File: config.mk
export PLATFORM = sky130hd
export DESIGN_NAME = seq_det_ctrl
export DESIGN_NICKNAME = d
export VERILOG_FILES = /design/src/rtl/seq_det_ctrl.sv
export SDC_FILE = /design/constraint.sdc
export NUM_CORES = 1
export LEC_CHECK = 0
export ABC_AREA = 0
export BUFFER_PORTS_ARGS = -buffer_cell sky130_fd_sc_hd__buf_2
export CAP_MARGIN = 20
export CELL_PAD_IN_SITES_DETAIL_PLACEMENT = 1
export CELL_PAD_IN_SITES_GLOBAL_PLACEMENT = 1
export CORE_ASPECT_RATIO = 0.75
export CORE_UTILIZATION = 41
export DETAILED_ROUTE_END_ITERATION = 10
export PLACE_DENSITY_LB_ADDON = 0.1
export SETUP_SLACK_MARGIN = 0.1
export SYNTH_ARGS = -nofsm -noshare
export SYNTH_HDL_FRONTEND = slang
export SYNTH_SLANG_ARGS = --single-unit
File: constraint.sdc
create_clock -name clk -period 2.8 [get_ports clk]
set_input_delay 0.28 -clock clk [delete_from_list [all_inputs] [get_ports clk]]
set_output_delay 0.28 -clock clk [all_outputs]
set_load 0.01 [all_outputs]
File: src/rtl/seq_det_ctrl.sv
// Run-time programmable serial pattern detector with match counting and threshold completion.
// Define SEQ_DET_OVERLAP_EN for overlapping detection; otherwise a match restarts the fill count.
module seq_det_ctrl #(
    parameter int MAX_LEN = 8,
    parameter int CNT_W   = 8
) (
    input  logic               clk,
    input  logic               rst,
    input  logic               cfg_valid,
    output logic               cfg_ready,
    input  logic [MAX_LEN-1:0] cfg_pattern,
    input  logic [3:0]         cfg_len,
    input  logic [CNT_W-1:0]   cfg_thresh,
    output logic               cfg_err,
    input  logic               start,
    input  logic               stop,
    input  logic               x,
    input  logic               x_valid,
    output logic               match,
    output logic [CNT_W-1:0]   match_cnt,
    output logic               busy,
    output logic               done
);
    localparam int FW = $clog2(MAX_LEN + 1);

    typedef enum logic [1:0] {IDLE, RUN, DONE} state_t;

    state_t             state_q;
    logic [MAX_LEN-1:0] pat_q, hist_q;
    logic [3:0]         len_q;
    logic [CNT_W-1:0]   thresh_q, cnt_q;
    logic [FW-1:0]      fill_q;
    logic               cfg_ok_q, cfg_ready_q, cfg_err_q, match_q, busy_q, done_q;

    logic [MAX_LEN-1:0] hist_d, mask;
    logic [FW-1:0]      fill_d;
    logic [CNT_W-1:0]   cnt_d;
    logic               hit, len_ok;

    // Candidate next values for a RUN sample; the FSM decides whether to commit them.
    always_comb begin
        hist_d = {hist_q[MAX_LEN-2:0], x};
        fill_d = (int'(fill_q) == MAX_LEN) ? fill_q : fill_q + 1'b1;
        cnt_d  = (&cnt_q) ? cnt_q : cnt_q + 1'b1;
        mask   = '0;
        for (int i = 0; i < MAX_LEN; i++) begin
            mask[i] = (i < int'(len_q));
        end
        hit    = (int'(fill_d) >= int'(len_q)) && (((hist_d ^ pat_q) & mask) == '0);
        len_ok = (cfg_len != 4'd0) && (int'(cfg_len) <= MAX_LEN);
    end

    always_ff @(posedge clk) begin
        if (rst) begin
            state_q     <= IDLE;
            pat_q       <= '0;
            len_q       <= '0;
            thresh_q    <= '0;
            cfg_ok_q    <= 1'b0;
            hist_q      <= '0;
            fill_q      <= '0;
            cnt_q       <= '0;
            cfg_ready_q <= 1'b1;
            cfg_err_q   <= 1'b0;
            match_q     <= 1'b0;
            busy_q      <= 1'b0;
            done_q      <= 1'b0;
        end else begin
            cfg_err_q <= 1'b0;
            match_q   <= 1'b0;
            case (state_q)
                IDLE, DONE: begin
                    // A configuration offer takes priority over start in the same cycle.
                    if (cfg_valid && cfg_ready_q) begin
                        if (len_ok) begin
                            pat_q    <= cfg_pattern;
                            len_q    <= cfg_len;
                            thresh_q <= cfg_thresh;
                            cfg_ok_q <= 1'b1;
                        end else begin
                            cfg_err_q <= 1'b1;
                        end
                    end else if (start && cfg_ok_q) begin
                        state_q     <= RUN;
                        hist_q      <= '0;
                        fill_q      <= '0;
                        cnt_q       <= '0;
                        done_q      <= 1'b0;
                        busy_q      <= 1'b1;
                        cfg_ready_q <= 1'b0;
                    end
                end
                RUN: begin
                    if (stop) begin
                        state_q     <= IDLE;
                        busy_q      <= 1'b0;
                        cfg_ready_q <= 1'b1;
                    end else if (x_valid) begin
                        hist_q <= hist_d;
                        fill_q <= fill_d;
                        if (hit) begin
                            match_q <= 1'b1;
                            cnt_q   <= cnt_d;
`ifdef SEQ_DET_OVERLAP_EN
`else
                            fill_q  <= '0;
`endif
                            if (thresh_q != '0 && cnt_d == thresh_q) begin
                                state_q     <= DONE;
                                done_q      <= 1'b1;
                                busy_q      <= 1'b0;
                                cfg_ready_q <= 1'b1;
                            end
                        end
                    end
                end
                default: begin
                    state_q     <= IDLE;
                    busy_q      <= 1'b0;
                    cfg_ready_q <= 1'b1;
                end
            endcase
        end
    end

    assign cfg_ready = cfg_ready_q;
    assign cfg_err   = cfg_err_q;
    assign match     = match_q;
    assign match_cnt = cnt_q;
    assign busy      = busy_q;
    assign done      = done_q;
endmodule

==> results_dict.tcl <==
set metrics [dict create \
    outcome "finished, final reports clean" \
    layout_commonest_cell "nand2_1" \
    dp.cells 438 \
    gp_congestion 0.878 \
    skew_ns 0.0128 \
    yosys_warnings 0 \
    tritoncts "done" \
    hold_class "in2reg" \
    io_buffer_count 39 \
    crit_chain "inv_2 > ha_2 > nand2_1 > nor2_1 > xnor2_1 > ha_1 > nand2b_4 > a2111oi_4 > nor4_2 > buf_4 > and3_4 > nor2_4 > o221a_1" \
    cts_sinks 47 \
    cap_violations 0 \
    insertedDiodeCount 0 \
    final_cell_mix "nand2_1 (58), dfxtp_1 (45), a21oi_1 (44)" \
    insertion_delay_ns 0.31 \
    grt_pass1_vias 2373 \
    cts_max_level 2 \
    critPathCaptureType "flip-flop" \
    hpwl_mm 5.38 \
    ys.flop_type "dfxtp_1" \
    clock-root-buffer "clkbuf_8" \
    finalWorstPathRequiredPeriod_ns 2.73 \
    initial_core_util 0.431 \
    drcViolationCount 0 \
    die_y_um 70.1 \
    ant_nets 0 \
    setup_viol 0 \
    async_flop_share 0 \
    wl_mm 7.69 \
    grt_pass1_wl_mm 12.2 \
    worst_ep_arrival_time_ns 2.98 \
    cp-start-kind "flip-flop" \
    relSlewSlack 0.442 \
    max_freq_ghz 0.367 \
    synth_area_um2 2540 \
    slowest_stage "a2111oi_4" \
    syn_nets 361 \
    drive_gt1_frac 0.204 \
    slew_violations 0 \
    dr_total_vias 2516 \
    wl_met2_mm 3.34 \
    fill_cells 728 \
    max_stage_delay_ns 0.38 \
    crit-reg2reg-launch "fill_q[0]" \
    synth_seq_cells 47 \
    placedInstanceArea_um2 2840 \
    critical_path_required_ns 3.05 \
    grt_antenna_before_repair 0 \
    power_leakage_nw 1.16 \
    tightest_slew_ns 0.834 \
    grt_usage 0.241 \
    cts_inserted_buffers 5 \
    met1Wirelength_mm 3.88 \
    min_from "cfg_pattern[6]" \
    p_per_area_nw_per_um2 444 \
    finalNonFillerCells 450 \
    syn_inst 327 \
    overflow 0 \
    io_pins 40 \
    vias_per_cell 5.59 \
    totalPowerFinal_mw 1.34 \
    rows 24 \
    drt_iter0_drc 141 \
    clk_pin_slew_worst_paths_ns 0.10 \
    synthDistinctLibCells 52 \
    synth_area_per_cell_um2 7.76 \
    die-area_um2 6510 \
    synth_enable_flop_cells 0 \
    dr_wl_met3_um 428 \
    grt_max_degree 43 \
    wire_per_inst_um 17.1 \
    coreArea_um2 5890 \
    die-width_um 92.9 \
    ir_drop_uv 284 \
    startpoint "fill_q[0]" \
    drtPass1Iterations 4 \
    fin_area_um2 3020 \
    crit_type "reg2reg" \
    nNetsFinal 405 \
    finalHoldViolCount 0 \
    yosysSeqAreaShare 0.371 \
    cp_max_fo 7 \
    clk_path_buf_depth 2 \
    dr.max_layer_used "met4" \
    area_growth_pct 19.0 \
    timing.final.crit_share 0.974 \
]
-- kinds of logic (layout without fill, tap and decap cells) --
family / count (synthesis) / after routing / synth area share
XOR/XNOR: 15 / 15 / 0.0518
multiplexers: 4 / 4 / 0.0158
flip-flops: 47 / 47 / 0.371
buffers and inverters: 28 / 73 / 0.0439
adder cells (fa/ha/maj): 7 / 7 / 0.0345
AND/OR/NAND/NOR: 133 / 133 / 0.253
AO/OA/AOI/OAI: 93 / 93 / 0.231
-- area by class of cell --
| class | instances | area, um2 | share of cell area |
|---|---|---|---|
| timing repair buffer | 53 | 300 | 0.0994 |
| sequential | 47 | 943 | 0.312 |
| tap | 78 | 97.6 | 0.0323 |
| clock buffer | 8 | 100 | 0.0331 |
| inverter | 12 | 45.0 | 0.0149 |
| multi-input combinational | 252 | 1540 | 0.508 |
-- worst paths after layout --
kind / endpoint / slack [ns] / depth (start not counted)
max: match_cnt[5] / 0.07 / 13
min: pat_q[6] / 0.20 / 3
max reg2reg: match_cnt[5] / 0.07 / 13
min reg2reg: pat_q[0] / 0.47 / 2
-- where the power goes --
part	internal (mW)	switching (mW)	leakage [nW]
clock	0.226	0.237	0.0515
sequential	0.687	0.0206	0.382
combinational	0.0687	0.102	0.723
-- synth_stat cells, types with 2 or more instances --
cell,number,share of area
nand2_1,58,0.086
dfxtp_1,47,0.37
a21oi_1,44,0.087
nor2_1,23,0.034
nand3_1,17,0.034
inv_1,11,0.016
clkbuf_1,10,0.015
nor3_1,8,0.016
o21ai_0,8,0.016
xor2_1,8,0.028
a22oi_1,7,0.021
ha_1,7,0.034
xnor2_1,7,0.024
a31oi_1,5,0.012
buf_2,5,0.0099
o221a_1,5,0.022
mux2i_1,4,0.016
nand4_1,4,0.0099
o21ai_1,4,0.0079
and4_1,3,0.010
nor4_1,3,0.0074
a211o_1,2,0.0069
and2_1,2,0.0049
nand2b_1,2,0.0049
nor2b_1,2,0.0049
nor3b_1,2,0.0059
o211ai_1,2,0.0059
o21a_1,2,0.0059
o32ai_1,2,0.0069
-- sequential cells by signal (all words and copies together), names as in the netlist, 2 cells and up --
register,flops
fill_q,4
len_q,4
state_q,2
match_cnt,8
thresh_q,8
pat_q,8
hist_q,7
-- layer usage --
layer,vias up,track usage
met5,-,0
met4,0,0.0718
met3,4,0.0425
met2,76,0.342
met1,1183,0.368
li1,1253,-
-- metrics by stage --
step | setup slack, ns | TNS, ns | hold slack (ns) | util
after floorplan | 0.370 | 0 | 0.416 | -
after global placement | 0.249 | 0 | 0.457 | 0.483
after detailed placement | 0.0206 | 0 | 0.462 | 0.483
after CTS | 0.127 | 0 | 0.200 | 0.502
after global routing | -0.0561 | -0.265 | 0.204 | 0.513
final | 0.0718 | 0 | 0.205 | 0.513
-- repair_timing --
action | 4_1_cts | 5_1_grt
cloned | 0 | 0
buffers inserted | 0 | 4
endpoints found under the setup margin | 13 | 17
gates resized for setup | 5 | 8
pin swaps | 3 | 8
hold buffers | 0 | 0
-- worst max-delay path: cells and delay by family (launching register included) --
kind	cells	cell delay, ns
AOI/OAI and AO/OA	2	0.60
adders and majority gates	2	0.46
and+or+nand+nor	6	0.83
buffers and inverters	2	0.25
xor gates and xnor gates	1	0.19
DFF	1	0.35
Power figures use the tool's default switching activity.
